`src/rtl/tempsens_pkg.sv`:
```
// Shared state encoding (exported on state_o) and DAC rail codes for the
// temperature-sensor SAR sequencer.
package tempsens_pkg;

  typedef enum logic [2:0] {
    ST_IDLE       = 3'd0,
    ST_PRECHARGE  = 3'd1,
    ST_TRANSITION = 3'd2,
    ST_MEASURE    = 3'd3,
    ST_EVALUATE   = 3'd4,
    ST_DONE       = 3'd5
  } state_e;

  function automatic logic [31:0] vmax(input int unsigned n);
    return (32'd1 << n) - 32'd1;
  endfunction

  // The low rail is code zero whatever the DAC width.
  function automatic logic [31:0] vmin(input int unsigned n);
    return vmax(n) & 32'd0;
  endfunction

endpackage

```
`src/rtl/tempsens_sync2.sv`:
```
// Two-flop synchronizer for the asynchronous delay-cell output; 2-cycle latency.
// No handshake: q follows d two edges later.
module tempsens_sync2 (
  input  logic clk,
  input  logic reset,
  input  logic d,
  output logic q
);

  logic meta;

  always_ff @(posedge clk) begin
    if (reset) begin
      meta <= 1'b0;
      q    <= 1'b0;
    end else begin
      meta <= d;
      q    <= meta;
    end
  end

endmodule

```
`src/rtl/tempsens_sar_ctrl.sv`:
```
// SAR sequencer for the delay cell: N_VDAC trials of MEAS_CYCLES+4 cycles, done_o in the cycle result_o updates.
// start_i is taken only in IDLE and abort_i overrides everything; TEMPSENS_AVG_EN averages 2**AVG_LOG2 conversions.
module tempsens_sar_ctrl
  import tempsens_pkg::*;
#(
  parameter int N_VDAC      = 7,
  parameter int MEAS_CYCLES = 4,
  parameter int AVG_LOG2    = 2
) (
  input  logic              clk,
  input  logic              reset,
  input  logic              start_i,
  input  logic              abort_i,
  input  logic              tempdelay_i,
  output logic [N_VDAC-1:0] dac_data_o,
  output logic              dac_en_o,
  output logic              precharge_n_o,
  output logic              busy_o,
  output logic              done_o,
  output logic [N_VDAC-1:0] result_o,
  output logic [2:0]        state_o
);

  localparam int PTR_W = $clog2(N_VDAC);
  localparam int CNT_W = $clog2(MEAS_CYCLES + 2);
  localparam logic [N_VDAC-1:0] VMAX_C    = N_VDAC'(vmax(N_VDAC));
  localparam logic [N_VDAC-1:0] VMIN_C    = N_VDAC'(vmin(N_VDAC));
  localparam logic [N_VDAC-1:0] MSB_C     = {1'b1, {(N_VDAC-1){1'b0}}};
  localparam logic [PTR_W-1:0]  PTR_TOP   = PTR_W'(N_VDAC - 1);
  localparam logic [CNT_W-1:0]  MEAS_LAST = CNT_W'(MEAS_CYCLES - 1);
  localparam logic [CNT_W-1:0]  EVAL_LAST = CNT_W'(1);
`ifdef TEMPSENS_AVG_EN
  localparam int N_CONV = 1 << AVG_LOG2;
`else
  localparam int N_CONV = 1;
`endif
  localparam logic [AVG_LOG2:0] CONV_LAST = (AVG_LOG2 + 1)'(N_CONV - 1);

  state_e            state, state_nxt;
  logic [CNT_W-1:0]  cnt, cnt_nxt;
  logic [N_VDAC-1:0] trial, trial_nxt, trial_eval;
  logic [N_VDAC-1:0] result_q, result_nxt;
  logic [PTR_W-1:0]  ptr, ptr_nxt;
  logic [AVG_LOG2:0] conv, conv_nxt;
  logic              sync_q;

  tempsens_sync2 u_sync (
    .clk   (clk),
    .reset (reset),
    .d     (tempdelay_i),
    .q     (sync_q)
  );

  always_comb begin
    state_nxt  = state;
    cnt_nxt    = '0;
    trial_nxt  = trial;
    ptr_nxt    = ptr;
    conv_nxt   = conv;
    trial_eval = trial;
    trial_eval[ptr] = sync_q;
    case (state)
      ST_IDLE: begin
        if (start_i) begin
          state_nxt = ST_PRECHARGE;
          trial_nxt = MSB_C;
          ptr_nxt   = PTR_TOP;
          conv_nxt  = '0;
        end
      end
      ST_PRECHARGE:  state_nxt = ST_TRANSITION;
      ST_TRANSITION: state_nxt = ST_MEASURE;
      ST_MEASURE: begin
        if (cnt == MEAS_LAST) state_nxt = ST_EVALUATE;
        else                  cnt_nxt   = cnt + 1'b1;
      end
      ST_EVALUATE: begin
        // Decide on the second cycle, once the trial level has crossed the synchronizer.
        if (cnt == EVAL_LAST) begin
          trial_nxt = trial_eval;
          if (ptr != '0) begin
            trial_nxt[ptr - 1'b1] = 1'b1;
            ptr_nxt   = ptr - 1'b1;
            state_nxt = ST_PRECHARGE;
          end else if (conv == CONV_LAST) begin
            state_nxt = ST_DONE;
          end else begin
            trial_nxt = MSB_C;
            ptr_nxt   = PTR_TOP;
            conv_nxt  = conv + 1'b1;
            state_nxt = ST_PRECHARGE;
          end
        end else begin
          cnt_nxt = cnt + 1'b1;
        end
      end
      ST_DONE: state_nxt = ST_IDLE;
      default: state_nxt = ST_IDLE;
    endcase
    if (abort_i) state_nxt = ST_IDLE;
  end

`ifdef TEMPSENS_AVG_EN
  localparam int ACC_W = N_VDAC + AVG_LOG2;
  logic [ACC_W-1:0] acc, acc_sum;
  logic             conv_end;

  assign conv_end   = (state == ST_EVALUATE) && (cnt == EVAL_LAST) && (ptr == '0);
  assign acc_sum    = acc + ACC_W'(trial_eval);
  assign result_nxt = acc_sum[ACC_W-1:AVG_LOG2];

  always_ff @(posedge clk) begin
    if (reset || abort_i || (state == ST_IDLE && start_i)) acc <= '0;
    else if (conv_end)                                    acc <= acc_sum;
  end
`else
  assign result_nxt = trial_eval;
`endif

  always_ff @(posedge clk) begin
    if (reset) begin
      state    <= ST_IDLE;
      cnt      <= '0;
      trial    <= '0;
      ptr      <= '0;
      conv     <= '0;
      result_q <= '0;
    end else begin
      state <= state_nxt;
      cnt   <= cnt_nxt;
      trial <= trial_nxt;
      ptr   <= ptr_nxt;
      conv  <= conv_nxt;
      if (state_nxt == ST_DONE) result_q <= result_nxt;
    end
  end

  always_comb begin
    dac_data_o    = VMAX_C;
    precharge_n_o = 1'b0;
    case (state)
      ST_TRANSITION: begin
        dac_data_o    = VMIN_C;
        precharge_n_o = 1'b1;
      end
      ST_MEASURE, ST_EVALUATE: begin
        dac_data_o    = trial;
        precharge_n_o = 1'b1;
      end
      default: ;
    endcase
  end

  assign dac_en_o = (state != ST_IDLE);
  assign busy_o   = (state != ST_IDLE);
  assign done_o   = (state == ST_DONE);
  assign result_o = result_q;
  assign state_o  = state;

endmodule

```
`config.mk`:
```
export PLATFORM = sky130hd
export DESIGN_NAME = tempsens_sar_ctrl
export DESIGN_NICKNAME = d
export VERILOG_FILES = /design/src/rtl/tempsens_pkg.sv /design/src/rtl/tempsens_sync2.sv /design/src/rtl/tempsens_sar_ctrl.sv
export SDC_FILE = /design/constraint.sdc
export NUM_CORES = 1
export LEC_CHECK = 0
export ABC_AREA = 1
export BUFFER_PORTS_ARGS = -buffer_cell sky130_fd_sc_hd__buf_2
export CAP_MARGIN = 30
export CELL_PAD_IN_SITES_DETAIL_PLACEMENT = 0
export CELL_PAD_IN_SITES_GLOBAL_PLACEMENT = 1
export CORE_UTILIZATION = 36
export DETAILED_ROUTE_END_ITERATION = 7
export PLACE_DENSITY = 0.83
export SYNTH_ARGS = -nofsm -noshare
export SYNTH_HDL_FRONTEND = slang
export SYNTH_SLANG_ARGS = --single-unit
```
`constraint.sdc`:
```
create_clock -name clk -period 1.39 [get_ports clk]
set_input_delay 0.139 -clock clk [delete_from_list [all_inputs] [get_ports clk]]
set_output_delay 0.139 -clock clk [all_outputs]
set_load 0.05 [all_outputs]
```
# == Word-level counts from Yosys, hierarchy flattened ==
# Cells that the tools add are included.
# totals
regBits,28
out_inout_bits,21
# op_classes
addsub,3
order_cmp,4
n_eq_ne,13
muxes,32
n_reduce_logical,12
n_bitwise,1
# ops
operator,n
two-way mux 3 bit,16
two-way mux 7 bit,4
one-hot mux 7 bit (2 select lines),2
one-hot mux 3 bit (2 select lines),3
one-hot mux 3 bit (5 select lines),1
equality test 3 x 2 -> 1 bit (second input constant),3
equality test 3 bit (second input constant),3
< comparator 3 x 4 -> 1 bit (second input constant),2
inequality test 2 bit (second input constant),4
bitwise mux 7 bit,1
OR 7 bit,1
adder 3 x 1 -> 3 bit (second input constant),2
demux 1 bit (select 3 bit),2
equality test 3 x 1 -> 1 bit (second input constant),2
>= comparator 3 x 1 -> 1 bit (second input constant),2
zero test 3 bit,2
nonzero test 3 bit,2
AND reduction 5 bit,1
AND reduction 4 bit,1
two-way mux 1 bit,3
inequality test 3 bit (second input constant),1
AND reduction 3 bit,1
OR reduction 3 bit,1
subtractor 3 x 1 -> 3 bit (second input constant),1
3 further kinds,4

# == Longest topological paths before layout ==
# Gate-level depths: netlist of run 1.
# depth
word_depth,9
ltp_mapped,10

# == Cells and area by module ==
# A second synthesis of run 1 with hierarchy kept.
# unflattened
cells_unflattened,254
area_unflattened_um2,1706.6
# by_module_without_submodules
module,seq_area_each_um2,cells_each,instances,area_each_um2
tempsens_sar_ctrl,520.5,248,1,1651.6
tempsens_sync2,40.0,6,1,55.1

# == Least setup slack after synthesis of run 1 ==
# Ideal clock, no wire load.
# synth_path
path_kind,flip-flop to output port
start,"register state[0], in the netlist state_o[0]"
end,output dac_data_o[0]
required_ns,1.251
stages_incl_launch_ff,9
t_arrival_ns,2.083
path_buffers,0
slack_ns,-0.832
path_cell_list,dfxtp_1 -> inv_2 -> nand2_2 -> nor2_8 -> inv_2 -> nand2_1 -> inv_2 -> nand2_2 -> o21ai_1
# synth_via
elab_chain_cells,3
word_cells_on_any_way,5
# synth_lines
item,line,rtl
start: declaration,tempsens_sar_ctrl.sv:39,"state_e state, state_nxt;"
start signal: assignment,tempsens_sar_ctrl.sv:129,state <= state_nxt;
equality test 3 x 2 -> 1 bit / equality test 3 bit (equally long branches),tempsens_sar_ctrl.sv:141,case (state)
OR reduction 2 bit,tempsens_sar_ctrl.sv:141,
one-hot mux 7 bit (2 select lines) *,tempsens_sar_ctrl.sv:141,
end: declaration,tempsens_sar_ctrl.sv:15,"output logic [N_VDAC-1:0] dac_data_o,"
# Every way passes the cells marked *; elsewhere a longest branch is shown, timed or not.

# == Worst setup path after layout of run 1 ==
# layout_path
start,"register state[1], in the netlist state_o[1]"
end,output dac_data_o[0]
# The elaborated chain is that of the path after synthesis.

==> impl_metrics.toml, run 1 <==
[status]
outcome = "finished with violations"
violations = "setup timing"

[timing]
period_share = 1.17
setup_violations = 30
drv_slew = 0
finalClockSkew_ns = 0.0124
rsz0062_at_grt = "yes"
fin_setup_tns_ns = -3.36
final-hold-violation-count = 0
fin_crit_ns = 1.62
slew_headroom = 0.754
worst_pin_slew_ns = 0.369
worst_slack_ns = -0.234
fmax_ghz = 0.616

[drt]
avgRoutedWirePerCell_um = 12.7
ant_nets = 0
drt_wl_total_um = 5000
drt_iter0_markers = 75
vias = 1871
dr.pass1.iters = 4
vias_per_cell = 4.76
drc = 0

[placement]
pre_cts_ws_ns = -0.107
dp.cells = 371
dp.final_hpwl_um = 3320
finalWeightedCongestion = 0.842
io_buffers = 25

[clocking]
clockBufferDepth = 2
htree_levels = 1
cts_sinks = 28
clock_latency_ns = 0.29
cts_root_buf = "clkbuf_8"
clk_pin_slew_ns = 0.10
numCtsBuffers = 3
cts_tree = "built"

[die]
dieArea_mm2 = 0.00516
start_util = 0.372
core_mm2 = 0.00472
io_pins = 26
die_h_um = 71.9
chipWidth_um = 71.9
row_count = 25

[setup_path]
required_ns = 1.25
cp_cell_sequence = "inv_4 -> nand2_4 -> nor2_8 -> inv_4 -> nand2_8 -> inv_12 -> nand2_8 -> o21ai_4 -> buf_6"
arrival_ns = 1.48
slowest_stage = "dfxtp_4"
setup.worst_path.start_class = "register"
worstSetupPathType = "register to primary output"
max_stage_delay_ns = 0.37
crit_fanout = 8
cp_top_family = "simple AND/OR/NAND/NOR gates"
cp_num_buf_inv = 4
cp-end-kind = "primary output"

[synthesis]
synth_area_leaders = "dfxtp_1 (32%), nand2_1 (13%), inv_1 (8.5%)"
syn_area_per_cell_um2 = 6.73
synth_top_flop_cell = "dfxtp_1"
syn_nets = 274
synthesis.area_mm2 = 0.00176
synth_cell_types = 27
synth-seq-cells = 28
synth_cells = 261
yosysTopAreaCell = "dfxtp_1"
synth_top_area_frac = 0.319
synth_edf_count = 0
synth_seq_area_share = 0.319
yosysWarnings = 0
synthArstFlopShare = 0

[final_layout]
fillers = 424
drive_gt1_frac = 0.497
nNetsFinal = 340
fin_cells = 393
final_cell_mix = "nand2_1 (40), inv_1 (33), buf_4 (31), dfxtp_1 (20), nor2_1 (17)"
antenna_cells = 0
syn2layout_area_growth_pct = 63.0
final_common_cell = "nand2_1"

[global_route]
grt_max_degree = 16
gr-usage-all-layers = 0.198
gr-total-overflow = 0
antenna_found_initial = 0
first_global_vias = 1715
grt_pass1_wl_um = 7960

[power_and_ir_drop]
leakagePower_nw = 1.25
ir_drop_uv = 562
p_per_area_mw_per_mm2 = 624

[flow_run]
max_cap_violations = 0

[hold_path]
hold_path_class = "input pin to register"
[power breakdown]
part	internal (mW)	total [mW]	switching, mW
clock network	0.199	0.468	0.268
registers	0.811	0.822	0.0117
logic	0.198	0.495	0.297
[synthesized netlist by cell type, types with 4 or more instances]
library cell / number
nand4_1: 12
ha_1: 8
nand3_1: 15
nor2_1: 25
clkbuf_1: 4
o21ai_1: 9
inv_1: 40
dfxtp_1: 28
nand2_2: 5
inv_2: 9
o21ai_0: 11
nor2_2: 4
nand2_1: 60
a21oi_1: 11
[final timing paths]
kind	startpoint	slack (ns)	cells past startpoint	end
worst min-delay path	tempdelay_i	0.05	3	u_sync.meta
worst min register to register	u_sync.meta	0.42	2	u_sync.q
worst max register to register	state_o[1]	-0.11	9	conv[2]
worst max-delay path	state_o[1]	-0.23	9	dac_data_o[0]
[sequential cells by signal (all words and copies together) (netlist names)]
signal / cells
u_sync.q: 1
conv: 3
u_sync.meta: 1
cnt: 3
state_o: 3
trial: 7
result_o: 7
ptr: 3
[cell families after synthesis]
kind of cell,Yosys count,share of synthesized area
adder cells (fa/ha/maj),8,0.0570
AND/OR/NAND/NOR,131,0.375
AO/OA/AOI/OAI,36,0.110
buffers and inverters,56,0.125
flip-flops,28,0.319
XOR/XNOR,2,0.0142
[worst reg2reg max path, delay by kind of cell (launching register included)]
family          cells  cell delay (ns)
flops               1             0.37
buf+inv             3             0.37
simple gates        5             0.55
compound gates      1             0.13
[metal layers]
metal  global-route usage  share of wire  routed length (um)
met5                    0              0                   0
met4               0.0501          0.012                  58
met3               0.0338          0.039                 197
met2                0.346           0.49                2460
met1                0.252           0.46                2290
[metrics by stage]
stage          total power, mW  hold WS (ns)   util  cell area, um^2
2_1_floorplan             1.10         0.246      -             1910
3_3_place_gp              1.22         0.338  0.483             2280
3_5_place_dp              1.22         0.347  0.483             2280
4_1_cts                   1.73        0.0500  0.544             2570
5_1_grt                   1.88        0.0503  0.606             2860
6_report                  1.79        0.0548  0.606             2860
[cell type report]
| type | count | area (um^2) | area share |
|---|---|---|---|
| clock buffer | 3 | 41.3 | 0.0144 |
| timing repair inverter | 1 | 8.76 | 0.00306 |
| inverter | 50 | 224 | 0.0782 |
| timing repair buffer | 64 | 543 | 0.190 |
| clock inverter | 1 | 3.75 | 0.00131 |
| sequential | 28 | 581 | 0.203 |
| multi-input combinational | 179 | 1380 | 0.481 |
| tap | 67 | 83.8 | 0.0293 |
[what timing repair did]
action                     in CTS  in global routing
resized for setup              45                 62
setup endpoints to repair      25                 34
cloned                          2                  1
hold buffers                    0                  0
setup buffers                   6                 11
pin swaps                      13                 31
Note: power is estimated with default switching activity, not from simulation.
==> inputs of run 2 (changes only) <==
--- a/config.mk
+++ b/config.mk
@@ -12,7 +12,8 @@
 export CELL_PAD_IN_SITES_GLOBAL_PLACEMENT = 1
 export CORE_UTILIZATION = 36
 export DETAILED_ROUTE_END_ITERATION = 7
-export PLACE_DENSITY = 0.83
+export PLACE_DENSITY = 0.78
+export SKIP_LAST_GASP = 1
 export SYNTH_ARGS = -nofsm -noshare
 export SYNTH_HDL_FRONTEND = slang
 export SYNTH_SLANG_ARGS = --single-unit
==> run 2 against run 1 <==
  * The run still ends with setup timing left
  * Non-clock buffer count up 7
  * Hold slack better by 0.0018 ns
  * Cell area up 4.9%
  * Core utilization up 3.0 points
  * Via count up 1.4%
  * Total power up 5.2%
  * Flip-flop and latch count unchanged
  * Sequential power up 0.7%
  * Critical endpoint is now dac_data_o[2]
  * Largest cell class unchanged
==> impl_metrics.toml, run 2 (synthesis gave the netlist of run 1 again) <==
[status]
outcome = "finished with violations"
violations = "setup timing"

[setup_path]
required_ns = 1.25
arrival_ns = 1.49
regToRegStartpoint = "state_o[1]"
cp-end-kind = "primary output"
worstSetupPathType = "register to primary output"
reg2reg_depth = 10
reg2reg_setup_slack_ns = -0.17
setup.worst_path.start_class = "register"
crit_fanout = 4
r2r-end = "result_o[4]"

[flow_run]
max_cap_violations = 0

[global_route]
first_global_vias = 1707
gr-total-overflow = 0
grt_max_degree = 16
antenna_found_initial = 0
gr-usage-all-layers = 0.196
grt_pass1_wl_um = 7920

[clocking]
clk_pin_slew_ns = 0.10
cts_root_buf = "clkbuf_8"
clockBufferDepth = 2
clock_latency_ns = 0.28
cts_sinks = 28
cts_tree = "built"
htree_levels = 1
numCtsBuffers = 3

[timing]
drv_slew = 0
final-hold-violation-count = 0
holdWs_ns = 0.0565
setup_violations = 33
fmax_ghz = 0.616
fin_setup_tns_ns = -4.13
finalClockSkew_ns = 0.00276
fin_crit_ns = 1.62
worst_slack_ns = -0.234
rsz0062_at_grt = "yes"
slew_headroom = 0.719
period_share = 1.17
worst_pin_slew_ns = 0.421

[die]
chipWidth_um = 71.9
io_pins = 26
core_mm2 = 0.00472
start_util = 0.372
row_count = 25
die_h_um = 71.9
dieArea_mm2 = 0.00516

[final_layout]
final_cell_mix = "nand2_1 (38), inv_1 (35), buf_4 (35), dfxtp_1 (18)"
drive_gt1_frac = 0.548
nNetsFinal = 346
syn2layout_area_growth_pct = 70.9
antenna_cells = 0
fillers = 406
final_common_cell = "nand2_1"

[drt]
dr.pass1.iters = 4
drt_iter0_markers = 81
drt_wl_total_um = 5260
drc = 0
ant_nets = 0
vias = 1897
vias_per_cell = 4.75
avgRoutedWirePerCell_um = 13.2

[power_and_ir_drop]
ir_drop_uv = 502
leakagePower_nw = 1.32
p_per_area_mw_per_mm2 = 625

[hold_path]
min_to = "u_sync.meta"
hold_start = "tempdelay_i"
hold_path_class = "input pin to register"
min_path_cells = 3

[placement]
dp.final_hpwl_um = 3320
finalWeightedCongestion = 0.821
io_buffers = 25
==> run 2: cell count changes in the layout (fill, tap and decap cells not counted), sizes merged <==
cell | before | now
inv | 50 | 49
clkbuf | 3 | 4
clkinvlp | 1 | 0
buf | 64 | 71
==> run 2: area by class of cell <==
class	instances	area (um^2)	area share
tap	67	83.8	0.0279
inverter	50	230	0.0767
clock buffer	4	55.1	0.0183
timing repair buffer	71	614	0.205
sequential	28	583	0.194
multi-input combinational	179	1440	0.478
==> run 2: what timing repair did <==
action / in CTS / in global routing
buffers inserted: 4 / 14
hold endpoints to repair: 0 / 0
endpoints found under the setup margin: 25 / 31
hold buffers: 0 / 0
gates resized for setup: 47 / 84
pin swaps: 14 / 41
cloned: 1 / 1
==> run 2: worst max-delay path by stage <==
stage / startpoint / endpoint / slack [ns] / depth (start not counted)
3_3_place_gp: cnt[0] / result_o[4] / -0.05 / 9
5_1_grt: state_o[1] / dac_data_o[2] / -0.31 / 9
2_1_floorplan: state_o[1] / dac_data_o[0] / -0.03 / 8
4_1_cts: state_o[1] / dac_data_o[4] / -0.23 / 9
3_5_place_dp: cnt[0] / result_o[1] / -0.12 / 9
6_report: state_o[1] / dac_data_o[2] / -0.23 / 9
==> run 2: per-layer routing <==
metal,GRT usage,vias up,wire (um)
met2,0.321,39,2610
li1,-,977,-
met5,0,-,0
met4,0.0479,0,59
met3,0.0394,7,148
met1,0.266,874,2440
==> run 2: metrics by stage <==
step	util	cell area (um^2)	std cells	worst slack, ns	power (mW)
6_report	0.636	3000	399	-0.234	1.88
5_1_grt	0.636	3000	399	-0.305	1.96
4_1_cts	0.555	2620	385	-0.235	1.80
3_5_place_dp	0.494	2330	376	-0.121	1.22
3_3_place_gp	0.494	2330	376	-0.0539	1.22
2_1_floorplan	-	1910	261	-0.0283	1.10
==> run 2: worst max-delay path: stages (launching register included) <==
cell and delay [ns]:
dfxtp_4 0.36, inv_4 0.07, nand2_4 0.07, nor2_8 0.10, inv_4 0.05, nand2_4 0.07
inv_8 0.05, buf_12 0.13, o21ai_4 0.12, buf_6 0.17
==> run 2: power by group <==
part	internal, mW	switching, mW
combinational	0.218	0.316
clock	0.254	0.262
sequential	0.811	0.0169
total	1.28	0.595
==> inputs of run 3 (changes only) <==
--- a/config.mk
+++ b/config.mk
@@ -10,10 +10,12 @@
 export CAP_MARGIN = 30
 export CELL_PAD_IN_SITES_DETAIL_PLACEMENT = 0
 export CELL_PAD_IN_SITES_GLOBAL_PLACEMENT = 1
+export CORE_MARGIN = 2
 export CORE_UTILIZATION = 36
 export DETAILED_ROUTE_END_ITERATION = 7
 export PLACE_DENSITY = 0.78
 export SKIP_LAST_GASP = 1
 export SYNTH_ARGS = -nofsm -noshare
 export SYNTH_HDL_FRONTEND = slang
+export SYNTH_HIERARCHICAL = 1
 export SYNTH_SLANG_ARGS = --single-unit
==> run 3 against run 2 <==
  * The flow still finishes with violations (setup timing)
  * Largest cell class unchanged
  * Clock power down 8.5%
  * Sequential share of layout area up 0.95 points
  * Clock-buffer cell count unchanged
  * Synthesized cell count down 2.7%
  * Critical endpoint is now dac_data_o[1]
  * Total power down 8.6%
  * Global-route usage up 0.29 points
  * Hold slack better by 0.0051 ns
  * Largest power group unchanged
  * Register-to-register slack better by 0.05 ns
==> impl_metrics.toml, run 3 <==
[timing]
worst_slack_ns = -0.201
finalClockSkew_ns = 0.00513
period_share = 1.14
holdWs_ns = 0.0617
fmax_ghz = 0.629
drv_slew = 0
slew_headroom = 0.690
worst_pin_slew_ns = 0.464
final-hold-violation-count = 0
setup_violations = 22
rsz0062_at_grt = "yes"
fin_setup_tns_ns = -2.64
fin_crit_ns = 1.59

[drt]
vias = 1909
drt_iter0_markers = 94
drt_wl_total_um = 5330
ant_nets = 0
dr.pass1.iters = 4
avgRoutedWirePerCell_um = 14.0
vias_per_cell = 5.01
drc = 0

[synthesis]
synthesis.area_mm2 = 0.00171
synth_seq_area_share = 0.328
syn_area_per_cell_um2 = 6.72
synth_most_common_cell = "nand2_1"
synthArstFlopShare = 0
synth_cells = 254
synth_top_flop_cell = "dfxtp_1"
yosysTopAreaCell = "dfxtp_1"
synth_cell_types = 31
yosysWarnings = 6
synth_top_area_frac = 0.328
syn_nets = 267
synth_edf_count = 0
synth_area_leaders = "dfxtp_1 (33%), nand2_1 (15%), inv_1 (6.8%)"
yosys-top-cells-count = "nand2_1 (66), inv_1 (31), dfxtp_1 (28)"
synth-seq-cells = 28

[power_and_ir_drop]
p_total_mw = 1.72
p_sw_uw = 536
ir_drop_uv = 537
power_switching_share = 0.312
p_int_mw = 1.18
p_seq_frac = 0.478
pwr-share-comb = 0.246
clock_power_share = 0.275
leakagePower_nw = 1.26
p_per_area_mw_per_mm2 = 595

[placement]
dp.cells = 364
dp.final_hpwl_um = 3390
finalWeightedCongestion = 0.887
io_buffers = 25

[global_route]
antenna_found_initial = 0
grt_use_met3 = 0.0290
gr-total-overflow = 0
first_global_vias = 1777
gr-usage-all-layers = 0.199
grt_util_met2 = 0.355
grt_pass1_wl_um = 8250
grt_busiest_layer = "met2"
grt_max_degree = 17
grt_use_met1 = 0.252

[die]
die_h_um = 72.9
start_util = 0.366
core_mm2 = 0.00466
chipWidth_um = 72.9
dieArea_mm2 = 0.00531
io_pins = 26
row_count = 25

[final_layout]
nNetsFinal = 341
final_util = 0.618
syn2layout_area_growth_pct = 68.8
final_common_cell = "buf_4"
antenna_cells = 0
fillers = 397
final_cell_mix = "buf_4 (45), nand2_1 (44), inv_1 (24), nand2_2 (18), dfxtp_1 (17)"
drive_gt1_frac = 0.560
multiInputGateArea_mm2 = 0.00140
regArea_um2 = 587
fin_cells = 381

[clocking]
clock_latency_ns = 0.27
htree_levels = 1
clockBufferDepth = 2
numCtsBuffers = 3
cts_sinks = 28
cts_root_buf = "clkbuf_8"
clk_pin_slew_ns = 0.10
cts_tree = "built"

[status]
outcome = "finished with violations"
violations = "setup timing"

[setup_path]
crit_fanout = 8
worstSetupPathType = "register to primary output"
arrival_ns = 1.45
cp-end-kind = "primary output"
required_ns = 1.25
setup.worst_path.start_class = "register"

[flow_run]
max_cap_violations = 0

[hold_path]
hold_path_class = "input pin to register"
-- run 3: changes by cell type after synthesis, sizes merged, moves of 2 or more --
cell	change
and2	+3
o211ai	-2
nand2	+10
clkbuf	-2
nor2	+3
o21ai	-5
inv	-11
nand4	-8
-- run 3: repair_timing --
action	in CTS	in global routing
cloned	1	0
setup buffers	4	8
pin swaps	23	23
resized for setup	50	72
hold buffers	0	0
hold endpoints to repair	0	0
setup endpoints to repair	27	32
-- run 3: final cells by class --
cell class,instances,area share
Multi-Input combinational cell,183,0.485
Tap cell,54,0.0234
Clock buffer,4,0.0156
Sequential cell,28,0.204
Inverter,39,0.0604
Timing Repair Buffer,73,0.212
-- run 3: per-stage QoR --
stage          setup slack, ns  area, um^2
6_report                -0.201        2880
5_1_grt                 -0.249        2880
4_1_cts                 -0.194        2550
3_5_place_dp           -0.0972        2280
3_3_place_gp           -0.0498        2280
2_1_floorplan         -0.00340        1850
-- run 3: path summary, 6_finish.rpt --
path | slack [ns] | cells after the start | from | to
worst max-delay path | -0.20 | 8 | state_o[1] | dac_data_o[1]
worst min-delay path | 0.06 | 3 | tempdelay_i | u_sync/meta
worst max register to register | -0.12 | 10 | ptr[0] | result_o[3]
worst min register to register | 0.42 | 2 | u_sync/meta | u_sync/q
-- run 3: power groups by stage --
stage / Sequential, mW / Combinational (mW) / Clock (mW)
6_report: 0.820 / 0.423 / 0.472
5_1_grt: 0.822 / 0.455 / 0.513
4_1_cts: 0.818 / 0.341 / 0.484
3_5_place_dp: 0.839 / 0.302 / 0
3_3_place_gp: 0.839 / 0.302 / 0
2_1_floorplan: 0.843 / 0.190 / 0
-- run 3: metal layers --
layer | vias up | share of wire
met5 | - | 0
met4 | 0 | 0.020
met3 | 14 | 0.028
met2 | 41 | 0.52
met1 | 904 | 0.44
li1 | 950 | -
-- run 3: critical path, stage by stage (launching register included) --
cell and delay [ns]:
dfxtp_4 0.38, inv_4 0.07, nor2_4 0.04, nand2_2 0.09, nand2_4 0.09, inv_8 0.12
nand2_8 0.12, o21ai_4 0.09, buf_6 0.17
-- run 3: kinds of logic after synthesis --
group                      Yosys count  synth area share
DFF                                 28             0.328
buffers and inverters               44             0.113
and+or+nand+nor                    141             0.393
AOI/OAI and AO/OA                   30            0.0916
xor gates and xnor gates             3            0.0154
adders and majority gates            8            0.0587
